### config.mk
export PLATFORM = sky130hd
export DESIGN_NAME = fpu_op_sequencer
export DESIGN_NICKNAME = d
export VERILOG_FILES = /design/src/rtl/fpu_op_sequencer.sv
export SDC_FILE = /design/constraint.sdc
export NUM_CORES = 1
export LEC_CHECK = 0
export BUFFER_PORTS_ARGS = -buffer_cell sky130_fd_sc_hd__buf_2
export CAP_MARGIN = 10
export CORE_MARGIN = 8
export CORE_UTILIZATION = 45
export CTS_CLUSTER_DIAMETER = 100
export DETAILED_ROUTE_END_ITERATION = 16
export HOLD_SLACK_MARGIN = 0.05
export PLACE_DENSITY = 0.68
export SYNTH_ARGS = -nofsm -noshare
export SYNTH_HDL_FRONTEND = slang
export SYNTH_HIERARCHICAL = 1
export SYNTH_SLANG_ARGS = --single-unit
### constraint.sdc
create_clock -name clock -period 8.3 [get_ports clock]
set_clock_uncertainty 0.1 [all_clocks]
set_input_delay 0.83 -clock clock [delete_from_list [all_inputs] [get_ports clock]]
set_output_delay 0.83 -clock clock [all_outputs]
set_load 0.05 [all_outputs]
### src/rtl/fpu_op_sequencer.sv
// Purpose: queue operand pairs, drive them into the FPU adder with a per-op
//          reset pulse, and capture each result into a one-entry output slot.
// Latency: push edge e0 -> pop at e1 -> capture at e1+RST_CYCLES+FPU_LATENCY.
// Backpressure: in_ready drops while the FIFO is full. The sequencer stalls at
//               the end of WAIT, with operands held, while the result slot is full.
//
// Ports:
//   clock, reset (async, active-low)
//   in_valid/in_ready/in_op_A/in_op_B     operand-pair input handshake
//   fpu_reset/fpu_op_A/fpu_op_B           drive to the FPU adder
//   fpu_data_out/fpu_status_out           result from the FPU adder
//   res_valid/res_ready/res_data/res_status  result output handshake
//   busy, count                           sequencer activity and FIFO occupancy

// Generic operand FIFO. The caller guards push with !full and pop with !empty.
// The head entry is read combinationally. Pointers wrap modulo DEPTH, and the
// count tells full from empty.
module seq_fifo #(
  parameter int WIDTH = 64,
  parameter int DEPTH = 4
) (
  input  logic                       clock,
  input  logic                       reset,
  input  logic                       push,
  input  logic [WIDTH-1:0]           push_dat,
  input  logic                       pop,
  output logic [WIDTH-1:0]           head_dat,
  output logic [$clog2(DEPTH+1)-1:0] count
);
  localparam int AW = $clog2(DEPTH);

  logic [WIDTH-1:0] mem [DEPTH];
  logic [AW-1:0]    wr_ptr;
  logic [AW-1:0]    rd_ptr;

  always_ff @(posedge clock or negedge reset) begin
    if (!reset) begin
      wr_ptr <= '0;
      rd_ptr <= '0;
      count  <= '0;
    end else begin
      if (push) wr_ptr <= wr_ptr + 1'b1;
      if (pop)  rd_ptr <= rd_ptr + 1'b1;
      case ({push, pop})
        2'b10:   count <= count + 1'b1;
        2'b01:   count <= count - 1'b1;
        default: count <= count;
      endcase
    end
  end

  // Storage needs no reset; an entry is only read after it has been written.
  always_ff @(posedge clock) begin
    if (push) mem[wr_ptr] <= push_dat;
  end

  assign head_dat = mem[rd_ptr];
endmodule

module fpu_op_sequencer #(
  parameter int DEPTH       = 4,
  parameter int RST_CYCLES  = 1,
  parameter int FPU_LATENCY = 6
) (
  input  logic                       clock,
  input  logic                       reset,
  input  logic                       in_valid,
  output logic                       in_ready,
  input  logic [31:0]                in_op_A,
  input  logic [31:0]                in_op_B,
  output logic                       fpu_reset,
  output logic [31:0]                fpu_op_A,
  output logic [31:0]                fpu_op_B,
  input  logic [31:0]                fpu_data_out,
  input  logic [3:0]                 fpu_status_out,
  output logic                       res_valid,
  input  logic                       res_ready,
  output logic [31:0]                res_data,
  output logic [3:0]                 res_status,
  output logic                       busy,
  output logic [$clog2(DEPTH+1)-1:0] count
);
  localparam int CNT_W  = $clog2(DEPTH+1);
  localparam int CMAX   = (RST_CYCLES > FPU_LATENCY) ? RST_CYCLES : FPU_LATENCY;
  // The counter only ever holds a value up to CMAX-1.
  localparam int CW     = (CMAX > 1) ? $clog2(CMAX) : 1;
  localparam logic [CW-1:0] RST_LOAD  = CW'(RST_CYCLES - 1);
  localparam logic [CW-1:0] WAIT_LOAD = CW'(FPU_LATENCY - 1);

  typedef enum logic [1:0] {IDLE, RST, WAIT} state_t;

  state_t        state, state_nxt;
  logic [CW-1:0] cnt, cnt_nxt;
  logic          push;
  logic          pop;
  logic          capture;
  logic          fifo_empty;
  logic [63:0]   head;

  assign in_ready   = (count != CNT_W'(DEPTH));
  assign push       = in_valid && in_ready;
  assign fifo_empty = (count == '0);

  seq_fifo #(
    .WIDTH (64),
    .DEPTH (DEPTH)
  ) u_fifo (
    .clock    (clock),
    .reset    (reset),
    .push     (push),
    .push_dat ({in_op_A, in_op_B}),
    .pop      (pop),
    .head_dat (head),
    .count    (count)
  );

  always_ff @(posedge clock or negedge reset) begin
    if (!reset) begin
      state <= IDLE;
      cnt   <= '0;
    end else begin
      state <= state_nxt;
      cnt   <= cnt_nxt;
    end
  end

  always_comb begin
    state_nxt = state;
    cnt_nxt   = cnt;
    pop       = 1'b0;
    capture   = 1'b0;
    case (state)
      IDLE: begin
        // An entry pushed on this edge is not visible yet, so there is no bypass.
        if (!fifo_empty) begin
          pop       = 1'b1;
          cnt_nxt   = RST_LOAD;
          state_nxt = RST;
        end
      end
      RST: begin
        if (cnt == '0) begin
          cnt_nxt   = WAIT_LOAD;
          state_nxt = WAIT;
        end else begin
          cnt_nxt = cnt - 1'b1;
        end
      end
      WAIT: begin
        if (cnt != '0) begin
          cnt_nxt = cnt - 1'b1;
        end else if (!res_valid || res_ready) begin
          capture   = 1'b1;
          state_nxt = IDLE;
        end
        // With the slot full, stay here at count 0 with the operands held.
      end
      default: begin
        state_nxt = IDLE;
        cnt_nxt   = '0;
      end
    endcase
  end

  // Operands change only when an entry is popped.
  always_ff @(posedge clock or negedge reset) begin
    if (!reset) begin
      fpu_op_A <= '0;
      fpu_op_B <= '0;
    end else if (pop) begin
      {fpu_op_A, fpu_op_B} <= head;
    end
  end

  // A capture takes priority over a drain, so a capture and a drain on the
  // same edge replace the slot contents and leave it full.
  always_ff @(posedge clock or negedge reset) begin
    if (!reset) begin
      res_valid  <= 1'b0;
      res_data   <= '0;
      res_status <= '0;
    end else if (capture) begin
      res_valid  <= 1'b1;
      res_data   <= fpu_data_out;
      res_status <= fpu_status_out;
    end else if (res_valid && res_ready) begin
      res_valid <= 1'b0;
    end
  end

  assign busy      = (state != IDLE);
  assign fpu_reset = reset && (state != RST);
endmodule

# Word-level counts from Yosys, hierarchy flattened

Memories as Yosys holds them, arrays and structs flattened. A register that Yosys moved wholly into a read port is not among the register bits.
Index checks and enable logic that the tools add are counted.

Add/sub/neg operators: 5
Equality and inequality tests: 11
Muxes and demuxes: 19
Reduce and logical (&&, ||, !) cells: 15

Operators with widths:

| kind                  | count |
|---|---|
| $ne A2 B2 Y1 const B  | 5 |
| $mux W1               | 9 |
| $mux W3               | 3 |
| $pmux W3 S3           | 1 |
| $mux W2               | 4 |
| $logic_not A3 Y1      | 2 |
| $pmux W2 S3           | 1 |
| $pmux W3 S2           | 1 |
| $reduce_bool A2 Y1    | 3 |
| $sub A3 B1 Y3 const B | 2 |
| $add A2 B1 Y2 const B | 2 |
| $eq A2 B1 Y1 const B  | 2 |
| $eq A2 B2 Y1 const B  | 2 |
| $reduce_and A4 Y1     | 1 |
| $add A3 B1 Y3 const B | 1 |
| $logic_and A1 B1 Y1   | 3 |
| $ne A3 B3 Y1 const B  | 1 |
| $reduce_bool A3 Y1    | 1 |
| $logic_not A1 Y1      | 2 |
| $logic_not A2 Y1      | 1 |
| $ne A2 B1 Y1 const B  | 1 |
| $reduce_and A2 Y1     | 1 |
| $logic_or A1 B1 Y1    | 1 |

Register bits: 49
Memory bits (writable): 256
Input port bits: 104
Memories: 1

Memory list:

| name       | words | bits a word | rd ports | clocked after memory_dff | wr ports | RTL line | source |
|---|---|---|---|---|---|---|---|
| u_fifo.mem | 4     | 64          | 1        | 1                        | 1        | 32       | `logic [WIDTH-1:0] mem [DEPTH];` |

# Logic depth before layout (Yosys ltp)

Gate-level depths: netlist (run 1).

Depth after elaboration: 6
Mapped depth: 10
Mapped depth without buffers: 9

# By module

The synthesis (run 1) kept the hierarchy.

By module, submodules not included:

| module           | times used | cells an instance | area each (µm²) |
|---|---|---|---|
| seq_fifo         | 1          | 365               | 9,608.0 |
| fpu_op_sequencer | 1          | 396               | 4,219.0 |

# Worst setup path after synthesis (run 1)

No wires, ideal clock.

Path kind: register to register
Start: register u_fifo.count[0]
End: memory u_fifo.mem[0][0], enable pin
Library setup time: 429 ps
Arrival: 3,020 ps
Required time: 7,771 ps
Setup slack: 4,751 ps
Stages on the path, launching flop included: 5
Clock period less this slack: 3,549 ps
Cell sequence: dfrtp_1 > nor2_1 > nand2_1 > and2_1 > and2_1

Word-level cells in the longest chain between the ends: 4

Ends and longest elaborated chain:

| item                          | RTL line | source |
|---|---|---|
| start: declaration            | 28       | `output logic [$clog2(DEPTH+1)-1:0] count` |
| start signal: assignment      | 45       | `2'b10: count <= count + 1'b1;` |
| start signal: assignment      | 46       | `2'b01: count <= count - 1'b1;` |
| start signal: assignment      | 47       | `default: count <= count;` |
| $ne A3 B3 Y1                  | 100      | `assign in_ready = (count != CNT_W'(DEPTH));` |
| via in_ready                  | 68       | `output logic in_ready,` |
| $logic_and A1 B1 Y1           | 101      | `assign push = in_valid && in_ready;` |
| via push                      | 94       | `logic push;` |
| $mux W1                       | 54       | `if (push) mem[wr_ptr] <= push_dat;` |
| $mux W1 (not written as such) | 54       |  |
| end: declaration              | 32       |  |

The timed path passes the listed nets, and every way through them passes these cells.

# Final worst setup path (run 1)

Start: register state[0]
End: register u_fifo.count[2]

Word-level cells in the longest chain between the ends: 4

Ends and longest elaborated chain:

| item                                                     | RTL line | source |
|---|---|---|
| start: declaration                                       | 92       | `state_t state, state_nxt;` |
| start signal: assignment                                 | 122      | `state <= state_nxt;` |
| $logic_not A2 Y1 *                                       | 132      | `case (state)` |
| $mux W1 *                                                | 132      |  |
| $eq A2 B1 Y1 / $eq A2 B2 Y1 (equally long branches)      | 44       | `case ({push, pop})` |
| $pmux W3 S2 / $reduce_bool A2 Y1 (equally long branches) | n/a      |  |

Every way passes the cells marked *; elsewhere a longest branch is shown, timed or not.
A chain may end at the register's enable or synchronous reset.

==> impl_metrics.csv, run 1 <==
group,metric,value,unit
floorplan,start_util,0.4544,
route,drtPass1Iterations,4,
yosys,ys.warnings.count,6,
critical_path,r2r_cells,10,
yosys,ys_types,32,
outcome,status,"complete, no violations",
critical_path,crit_family,"adder cells",
clocking,cts_hold_buf,0,
clocking,postCtsSetupRepairBufs,0,
placed_design,hpwl,16730,um
power_and_ir_drop,power.total,7.197,mW
yosys,synth-xor-area-share,0.003801,
route,postRouteAntennaNets,0,
placed_design,io_buffer_count,210,
sta,timing.fmax,358.5,MHz
power_and_ir_drop,ir_drop,0.0003513,V
route,drt_wl_total,28340,um
sta,slew-limit-headroom,0.2576,
route,vias_per_cell,5.054,
final_layout,drive_gt1_frac,0.3497,
yosys,synth_seq_cells,369,
critical_path,cp.buffers_inverters,3,
global_routing,grt_max_degree,81,
floorplan,fp.dieH,191.3,um
yosys,synth-edff-count,256,
yosys,synth_mux_area_frac,0.1359,
critical_path,crit_required,8.60,ns
yosys,syn-cell-area,13830,um2
yosys,yosysTopAreaCell,"edfxtp_1",
yosys,syn_nets,877,
critical_path,slowest_delay,0.68,ns
clocking,clock_latency,0.53,ns
final_layout,final_nets,1103,
clocking,cts_made_buffers,40,
critical_path,crit_chain,"inv_1, ha_1, o31ai_4, buf_4, inv_2, ha_1, fa_1, xnor2_1, nor2_1, xor2_1",
global_routing,grt_pass1_wl,44790,um
critical_path,cp_slowest_cell,"buf_4",
sta,max_slew.worst_pin.slew,1.114,ns
clocking,cts.sinks,369,
clocking,cts_buffer_depth,3,
sta,slew_violations,0,
hold_path,min_path_type,"input port to async pin",
floorplan,die_area,36590,um2
yosys,yosysTopAreaCellShare,0.5560,
job,drv_cap,0,
critical_path,end_kind,"flop",
final_layout,syn_to_final_growth,19.42,%
clocking,root_buffer,"clkbuf_16",
critical_path,path_depth,10,
power_and_ir_drop,power_per_cell_area,435.9,nW/um2
floorplan,num_rows,64,
global_routing,antenna_found_initial,5,
critical_path,crit_top_cell,"ha_1",
critical_path,worstSetupStartpoint,"state[0]$_DFFE_PN0P_",
critical_path,critical_path_arrival,3.09,ns
yosys,synth_seq_area_share,0.7605,
route,drt_iter0_drc,335,
critical_path,crit_fanout,65,
global_routing,overflow,0,
yosys,syn_inst,761,
yosys,synth_ff_type,"edfxtp_1",
clocking,cts_tree,"yes",
yosys,async_flop_share,0.3062,
placed_design,dp.cells,1341,
floorplan,core,30430,um2
clocking,clk_pin_slew,0.06,ns
clocking,ctsResizeCount,0,
sta,final.period_utilization,0.3360,
sta,finalHoldViolCount,0,
power_and_ir_drop,p_leak,6.592,nW
final_layout,nFillCells,2490,
sta,post-route-min-period,2.789,ns
yosys,syn_area_per_cell,18.17,um2
yosys,synth_area_leaders,"edfxtp_1 56%, dfrtp_1 20%, mux4_2 10%",
yosys,synth_common_cells,"256 x edfxtp_1, 199 x nand2_1, 113 x dfrtp_1",
global_routing,grt_usage,0.1576,
critical_path,crit_type,"flop to flop",
route,drcViolationCount,0,
floorplan,floorplan.die.width,191.3,um
yosys,synth_compound_area_frac,0.005158,
sta,fin_tns_setup,0,ns
sta,rsz0062_at_grt,"no",
yosys,synth_top_family_by_area,"multiplexers",
floorplan,io-pin-count,211,
route,routedWlPerCell,20.00,um
final_layout,finalNonFillerCells,1417,
placed_design,gp_congestion,0.7066,
clocking,htree_num_levels,2,
critical_path,r2r_start,"state[0]$_DFFE_PN0P_",
yosys,synthAdderAreaFrac,0.01140,
yosys,yosys.area_share.simple,0.06533,
yosys,yosysMostFrequentCell,"edfxtp_1",
critical_path,critPathLaunchType,"flop",
global_routing,grt_pass1_vias,7890,
sta,finalSetupViolCount,0,
route,num_vias,7162,
-- registers in the layout, indices dropped and copies added, names as in the netlist --
signal,count
res_status,4
u_fifo/mem,256
u_fifo/wr_ptr,2
cnt,3
fpu_op_B,32
u_fifo/rd_ptr,2
u_fifo/count,3
res_valid,1
fpu_op_A,32
res_data,32
state,2
-- metrics by stage --
step | setup WS (ns) | hold WS (ns) | instance area, um2 | util
after floorplan | 4.751 | 0.3482 | 13830 | -
final | 5.511 | 0.1103 | 16510 | 0.5426
after CTS | 5.439 | 0.1053 | 16500 | 0.5424
after global routing | 5.257 | 0.1252 | 16500 | 0.5424
after global placement | 5.470 | 0.3540 | 15240 | 0.5009
after detailed placement | 5.436 | 0.3589 | 15240 | 0.5009
-- per-layer routing --
layer | wire (um) | share of wire | track usage | up-vias
met3 | 2061 | 0.073 | 0.04305 | 43
met4 | 430 | 0.015 | 0.03848 | 6
met2 | 13610 | 0.48 | 0.2605 | 201
met5 | 35 | 0.0012 | 0 | -
met1 | 12200 | 0.43 | 0.2053 | 3630
li1 | - | - | - | 3282
-- final cells by class --
type                            count  area (um2)  share of cell area
Antenna cell                        3       7.507           0.0004546
Clock buffer                       54        1084             0.06562
Clock inverter                     19       178.9             0.01084
Inverter                           11       41.29            0.002501
Multi-Input combinational cell    350        3088              0.1870
Sequential cell                   369       10520              0.6373
Tap cell                          396       495.5             0.03001
Timing Repair Buffer              215        1095             0.06630
-- kinds of logic after synthesis --
logic type               Yosys count
buffers and inverters             42
XOR/XNOR                           6
multiplexers                     103
flip-flops                       369
AND/OR/NAND/NOR                  219
adder cells (fa/ha/maj)           12
AO/OA/AOI/OAI                     10
-- report_power, final --
group | switching [mW] | leakage, nW | internal [mW]
sequential | 0.327 | 3.71 | 2.55
clock | 0.692 | 0.622 | 0.986
combinational | 1.82 | 2.26 | 0.824
-- cell usage in the layout, fill, tap and decap left out, types with 2 or more instances in the layout --
| master | instances |
|---|---|
| nand2b_1 | 3 |
| buf_2 | 209 |
| clkinv_8 | 3 |
| mux4_2 | 64 |
| clkinv_2 | 8 |
| mux2_2 | 7 |
| dfrtp_1 | 111 |
| bufinv_16 | 2 |
| clkinv_1 | 5 |
| buf_4 | 5 |
| ha_1 | 11 |
| edfxtp_1 | 256 |
| xor2_1 | 3 |
| xnor2_1 | 3 |
| o21ai_0 | 3 |
| clkbuf_8 | 3 |
| dfrtp_4 | 2 |
| inv_1 | 10 |
| o31ai_1 | 2 |
| nor2_1 | 3 |
| and2_4 | 4 |
| diode_2 | 3 |
| clkbuf_16 | 40 |
| mux2_1 | 31 |
| nor2b_1 | 2 |
| a31oi_1 | 2 |
| clkbuf_1 | 11 |
| nand2_1 | 199 |
-- final timing paths --
check / to / slack [ns]
setup / recovery: u_fifo/count[2]$_DFFE_PN0P_ / 5.51
hold / removal: fpu_op_B[2]$_DFFE_PN0P_ / 0.11
setup reg to reg: u_fifo/count[2]$_DFFE_PN0P_ / 5.51
hold reg to reg: fpu_op_B[16]$_DFFE_PN0P_ / 0.36
max in group asynchronous: u_fifo/rd_ptr[0]$_DFFE_PN0P_ / 6.50
min in group clock: fpu_op_B[16]$_DFFE_PN0P_ / 0.36
-- worst register-to-register path, delay by kind of cell (launching register included) --
kind / cells / cell delay (ns)
adders and majority gates: 3 / 0.90
buffers and inverters: 3 / 0.85
DFF: 1 / 0.36
xor gates and xnor gates: 2 / 0.32
and+or+nand+nor: 1 / 0.08
AOI/OAI and AO/OA: 1 / 0.07
Note: power is estimated with default switching activity, not from simulation.
==> inputs of run 2 (changes only) <==
--- a/config.mk
+++ b/config.mk
@@ -12,7 +12,7 @@
 export CTS_CLUSTER_DIAMETER = 100
 export DETAILED_ROUTE_END_ITERATION = 16
 export HOLD_SLACK_MARGIN = 0.05
-export PLACE_DENSITY = 0.68
+export PLACE_DENSITY = 0.7
 export SYNTH_ARGS = -nofsm -noshare
 export SYNTH_HDL_FRONTEND = slang
 export SYNTH_HIERARCHICAL = 1
==> constraint.sdc (replaced) <==
create_clock -name clock -period 2.3 [get_ports clock]
set_clock_uncertainty 0.1 [all_clocks]
set_input_delay 0.23 -clock clock [delete_from_list [all_inputs] [get_ports clock]]
set_output_delay 0.23 -clock clock [all_outputs]
set_load 0.05 [all_outputs]
==> run 2 against run 1 <==
  * Die area unchanged
  * Clock power rose to 3.5 times the previous value
  * Register-to-register slack worse by 5.3 ns
  * Clock-buffer cell count unchanged
  * Wire length up 3.7%
  * Worst hold slack worse by 0.033 ns
  * Critical path depth down 1
  * Design area up 7.5%
  * Power rose to 3.7 times the previous value
  * Largest power group is now combinational logic
  * Highest routed layer is now met4
==> impl_metrics.csv, run 2 (same netlist as run 1, synthesis figures left out) <==
group,metric,value,unit
outcome,status,"complete, no violations",
clocking,root_buffer,"clkbuf_16",
critical_path,end_kind,"flop",
clocking,htree_num_levels,2,
final_layout,design_area,17750,um2
clocking,postCtsSetupRepairBufs,0,
sta,rsz0062_at_grt,"no",
critical_path,critPathLaunchType,"flop",
route,drtPass1Iterations,4,
power_and_ir_drop,p_leak,7.108,nW
power_and_ir_drop,power.total,26.31,mW
critical_path,crit_chain,"inv_1, ha_1, o31ai_4, inv_2, ha_1, fa_1, xnor2_1, nor2_1, xor2_1",
global_routing,overflow,0,
route,drt_iter0_drc,360,
route,drt_wl_total,29390,um
placed_design,gp_congestion,0.7645,
job,drv_cap,0,
final_layout,largest_reg_flops,256,
sta,slew-limit-headroom,0.4709,
floorplan,num_rows,64,
floorplan,fp.dieH,191.3,um
final_layout,multi_input_area,3100,um2
route,postRouteAntennaNets,0,
sta,max_slew.worst_pin.slew,0.7937,ns
global_routing,grt_usage,0.1603,
final_layout,top_register,"u_fifo/mem",
final_layout,nFillCells,2267,
global_routing,grt_pass1_vias,8229,
critical_path,cp_slowest_cell,"fa_1",
critical_path,slowest_delay,0.38,ns
clocking,cts_buffer_depth,3,
critical_path,critical_path_arrival,2.39,ns
floorplan,floorplan.die.width,191.3,um
critical_path,crit_type,"flop to flop",
route,routedWlPerCell,19.24,um
route,drcViolationCount,0,
power_and_ir_drop,power_per_cell_area,1482,nW/um2
final_layout,seqCellArea,10530,um2
placed_design,io_buffer_count,210,
final_layout,final_nets,1216,
sta,finalSetupViolCount,0,
critical_path,crit_fanout,3,
sta,timing.fmax,474.6,MHz
floorplan,io-pin-count,211,
power_and_ir_drop,ir_drop,0.0009059,V
sta,fin_tns_setup,0,ns
sta,whs,0.07686,ns
clocking,cts_made_buffers,37,
placed_design,hpwl,17520,um
sta,final.period_utilization,0.9162,
critical_path,crit_family,"adder cells",
critical_path,crit_required,2.59,ns
critical_path,crit_top_cell,"ha_1",
placed_design,post_dp_cell_area,15530,um2
global_routing,antenna_found_initial,3,
floorplan,core,30430,um2
clocking,cts.sinks,369,
hold_path,min_path_type,"input port to async pin",
clocking,clock_latency,0.51,ns
floorplan,die_area,36590,um2
final_layout,syn_to_final_growth,28.39,%
floorplan,start_util,0.4544,
critical_path,cp.buffers_inverters,2,
route,num_vias,7600,
final_layout,final_common_cell,"edfxtp_1",
final_layout,final_cell_mix,"256 x edfxtp_1, 209 x buf_2, 198 x nand2_1",
route,vias_per_cell,4.974,
sta,finalHoldViolCount,0,
clocking,clk_pin_slew,0.06,ns
sta,post-route-min-period,2.107,ns
clocking,cts_tree,"yes",
global_routing,grt_max_degree,67,
final_layout,drive_gt1_frac,0.3307,
clocking,ctsResizeCount,0,
sta,slew_violations,0,
global_routing,grt_pass1_wl,46090,um
clocking,cts_hold_buf,102,
[run 2: cell types whose count changed in the layout (fill, tap and decap cells not counted), sizes merged]
cell	delta
buf	+14
dlygate4sd3	+102
clkinvlp	+1
clkinv	-7
diode	+1
[run 2: power breakdown]
part | switching (mW) | internal (mW) | total, mW
sequential | 0.861 | 9.17 | 10.0
clock | 2.35 | 3.47 | 5.82
combinational | 7.06 | 3.39 | 10.5
[run 2: layout make-up]
| class | count | area share |
|---|---|---|
| antenna | 4 | 0.0005639 |
| multi-input combinational | 350 | 0.1747 |
| tap | 396 | 0.02791 |
| sequential | 369 | 0.5930 |
| clock inverter | 13 | 0.006907 |
| timing repair buffer | 331 | 0.1343 |
| clock buffer | 54 | 0.06040 |
| inverter | 11 | 0.002326 |
[run 2: through the flow]
stage,setup WS (ns),cells,utilization
floorplan,0.001148,761,-
global placement,0.2657,1355,0.5102
detailed placement,0.1995,1355,0.5102
CTS,0.1917,1524,0.5831
global route,0.09627,1527,0.5833
finish,0.1928,1528,0.5834
[run 2: path summary, 6_finish.rpt]
kind | from | end | slack [ns] | cells past startpoint
max | state[0]$_DFFE_PN0P_ | u_fifo/count[2]$_DFFE_PN0P_ | 0.19 | 9
min | reset | res_data[14]$_DFFE_PN0P_ | 0.08 | 2
max reg2reg | state[0]$_DFFE_PN0P_ | u_fifo/count[2]$_DFFE_PN0P_ | 0.19 | 9
min reg2reg | fpu_op_B[7]$_DFFE_PN0P_ | fpu_op_B[7]$_DFFE_PN0P_ | 0.37 | 2
max in group asynchronous | reset | fpu_op_A[17]$_DFFE_PN0P_ | 1.16 | 3
min in group clock | res_ready | res_valid$_DFFE_PN0P_ | 0.17 | 3
[run 2: per-layer routing]
metal / track usage / share of wire
met1: 0.2121 / 0.43
met5: 0 / 0
met3: 0.04214 / 0.076
met4: 0.03168 / 0.014
met2: 0.2660 / 0.48
==> inputs of run 3 (changes only) <==
--- a/config.mk
+++ b/config.mk
@@ -15,5 +15,4 @@
 export PLACE_DENSITY = 0.7
 export SYNTH_ARGS = -nofsm -noshare
 export SYNTH_HDL_FRONTEND = slang
-export SYNTH_HIERARCHICAL = 1
 export SYNTH_SLANG_ARGS = --single-unit
==> run 3 against run 2 <==
  * Non-clock buffer count is 7 higher
  * Clock power increased by 5.3%
  * Sequential power barely moved
  * Largest cell class unchanged
==> impl_metrics.csv, run 3 <==
group,metric,value,unit
placed_design,io_buffer_count,210,
clocking,cts_made_buffers,40,
critical_path,crit_type,"flop to flop",
critical_path,crit_family,"adder cells",
sta,slew_violations,0,
yosys,synth_common_cells,"256 x edfxtp_1, 113 x dfrtp_1, 95 x mux2_2",
final_layout,final_common_cell,"edfxtp_1",
yosys,syn_inst,626,
critical_path,crit_chain,"nor2_1, nand2_4, and2_1, inv_1, ha_4, fa_1, mux2_2",
clocking,cts_buffer_depth,3,
route,drtPass1Iterations,4,
critical_path,critPathLaunchType,"flop",
sta,final.period_utilization,0.9453,
final_layout,finalNonFillerCells,1409,
yosys,synth-edff-count,256,
route,drt_wl_total,28890,um
clocking,clock_latency,0.53,ns
final_layout,design_area,17900,um2
yosys,yosysTopAreaCell,"edfxtp_1",
route,vias_per_cell,5.079,
global_routing,grt_pass1_vias,7914,
floorplan,die_area,36460,um2
yosys,synth_seq_area_share,0.7634,
final_layout,fin_util,0.5899,
route,drcViolationCount,0,
power_and_ir_drop,intPower,16.94,mW
sta,finalSetupViolCount,0,
sta,finalHoldViolCount,0,
floorplan,io-pin-count,211,
floorplan,num_rows,64,
global_routing,grt_usage,0.1597,
yosys,async_flop_share,0.3062,
global_routing,grt_pass1_wl,45560,um
critical_path,worstSetupStartpoint,"u_fifo.count[0]$_DFFE_PN0P_",
sta,max_slew.worst_pin.slew,0.7676,ns
clocking,htree_num_levels,2,
critical_path,cp.buffers_inverters,1,
final_layout,final_cell_mix,"256 x edfxtp_1, 209 x buf_2, 108 x dfrtp_1",
hold_path,min_path_type,"input port to async pin",
final_layout,final_nets,1098,
critical_path,end_kind,"flop",
clocking,clk_pin_slew,0.06,ns
sta,rsz0062_at_grt,"no",
power_and_ir_drop,p_seq_frac,0.376,
final_layout,diodes,0,
final_layout,drive_gt1_frac,0.4630,
route,postRouteAntennaNets,0,
final_layout,largest_reg_flops,256,
global_routing,overflow,0,
power_and_ir_drop,p_switching,10.12,mW
yosys,ys_types,36,
clocking,ctsResizeCount,0,
clocking,cts.sinks,369,
placed_design,post_dp_cell_area,15590,um2
sta,fin_tns_setup,0,ns
route,routedWlPerCell,20.51,um
critical_path,crit_required,2.61,ns
job,drv_cap,0,
yosys,syn_area_per_cell,22.00,um2
floorplan,start_util,0.4539,
clocking,root_buffer,"clkbuf_16",
global_routing,antenna_found_initial,0,
global_routing,grt_max_degree,62,
power_and_ir_drop,swShare,0.3740,
clocking,postCtsSetupRepairBufs,0,
yosys,synth_seq_cells,369,
sta,post-route-min-period,2.174,ns
power_and_ir_drop,power_per_cell_area,1512,nW/um2
critical_path,crit_fanout,6,
critical_path,r2r_start,"u_fifo.count[0]$_DFFE_PN0P_",
sta,slew-limit-headroom,0.4866,
route,drt_iter0_drc,305,
yosys,syn-cell-area,13770,um2
yosys,yosysTopAreaCellShare,0.5581,
yosys,syn_nets,742,
yosys,yosysMostFrequentCell,"edfxtp_1",
yosys,synth_area_leaders,"edfxtp_1 56%, dfrtp_1 21%, mux4_2 10%",
floorplan,core,30350,um2
critical_path,slowest_delay,0.53,ns
clocking,cts_tree,"yes",
sta,timing.fmax,459.9,MHz
critical_path,rrSetupSlack,0.13,ns
sta,whs,0.2356,ns
floorplan,fp.dieH,191.0,um
yosys,synth_ff_type,"edfxtp_1",
power_and_ir_drop,p_leak,6.751,nW
final_layout,syn_to_final_growth,29.98,%
power_and_ir_drop,clkPwrFrac,0.226,
placed_design,dp.cells,1231,
critical_path,cp_slowest_cell,"dfrtp_4",
floorplan,floorplan.die.width,191.0,um
critical_path,critical_path_arrival,2.48,ns
final_layout,top_register,"u_fifo.mem",
power_and_ir_drop,ir_drop,0.001339,V
power_and_ir_drop,p_comb_frac,0.397,
placed_design,hpwl,17570,um
route,num_vias,7157,
outcome,status,"complete, no violations",
yosys,ys.warnings.count,0,
clocking,cts_hold_buf,105,
placed_design,gp_congestion,0.7217,
-- run 3: cell types whose count changed after synthesis, sizes merged, moves of 4 or more --
cell,before,now
buf,28,23
a21oi,0,6
nand2,199,3
mux2,38,102
and2,5,1
and3,0,4
-- run 3: per-layer routing --
| metal | part of all wire | global-route usage |
|---|---|---|
| met5 | 0 | 0 |
| met4 | 0.018 | 0.04027 |
| met3 | 0.076 | 0.04031 |
| met2 | 0.49 | 0.2662 |
| met1 | 0.42 | 0.2073 |
-- run 3: power by group through the flow --
stage | logic (mW) | registers, mW | clock network, mW
2_1_floorplan | 4.90 | 13.3 | 0
3_3_place_gp | 10.6 | 10.3 | 0
3_5_place_dp | 10.8 | 10.3 | 0
4_1_cts | 10.9 | 10.2 | 6.29
5_1_grt | 11.4 | 10.4 | 6.54
6_report | 10.8 | 10.2 | 6.13
-- run 3: area by class of cell --
class,count,area [um2]
Sequential cell,369,10530
Clock buffer,57,1105
Timing Repair Buffer,338,2452
Tap cell,396,495.5
Fill cell,2216,12450
Clock inverter,16,160.2
Inverter,9,37.54
Multi-Input combinational cell,224,3124
-- run 3: worst min-delay path, cell delays in order --
cell           delay, ns
dlygate4sd3_1       0.52
buf_4               0.20
buf_4               0.27
-- run 3: cells by family (layout without fill, tap and decap cells) --
| logic type | after synthesis | count (layout) | share of synthesized area |
|---|---|---|---|
| flip-flops | 369 | 369 | 0.7634 |
| multiplexers | 167 | 167 | 0.1888 |
| buffers and inverters | 33 | 420 | 0.01453 |
| AND/OR/NAND/NOR | 24 | 24 | 0.01108 |
| AO/OA/AOI/OAI | 15 | 15 | 0.006995 |
| adder cells (fa/ha/maj) | 12 | 12 | 0.01145 |
| XOR/XNOR | 6 | 6 | 0.003815 |
-- run 3: path summary, 6_finish.rpt --
kind / end / depth (start not counted)
min reg2reg: res_data[11]$_DFFE_PN0P_ / 1
max reg2reg: u_fifo.count[1]$_DFFE_PN0P_ / 7
max: u_fifo.count[1]$_DFFE_PN0P_ / 7
min in group clock: u_fifo.mem[1][50]$_DFFE_PP_ / 2
min: fpu_op_A[29]$_DFFE_PN0P_ / 3
max in group asynchronous: u_fifo.rd_ptr[1]$_DFFE_PN0P_ / 3
-- run 3: stage by stage --
stage | worst slack, ns | total power, mW
after detailed placement | 0.1254 | 21.10
after floorplan | -0.04688 | 18.21
after global routing | 0.04160 | 28.39
after global placement | 0.1711 | 20.87
final | 0.1258 | 27.07
after CTS | 0.1143 | 27.44
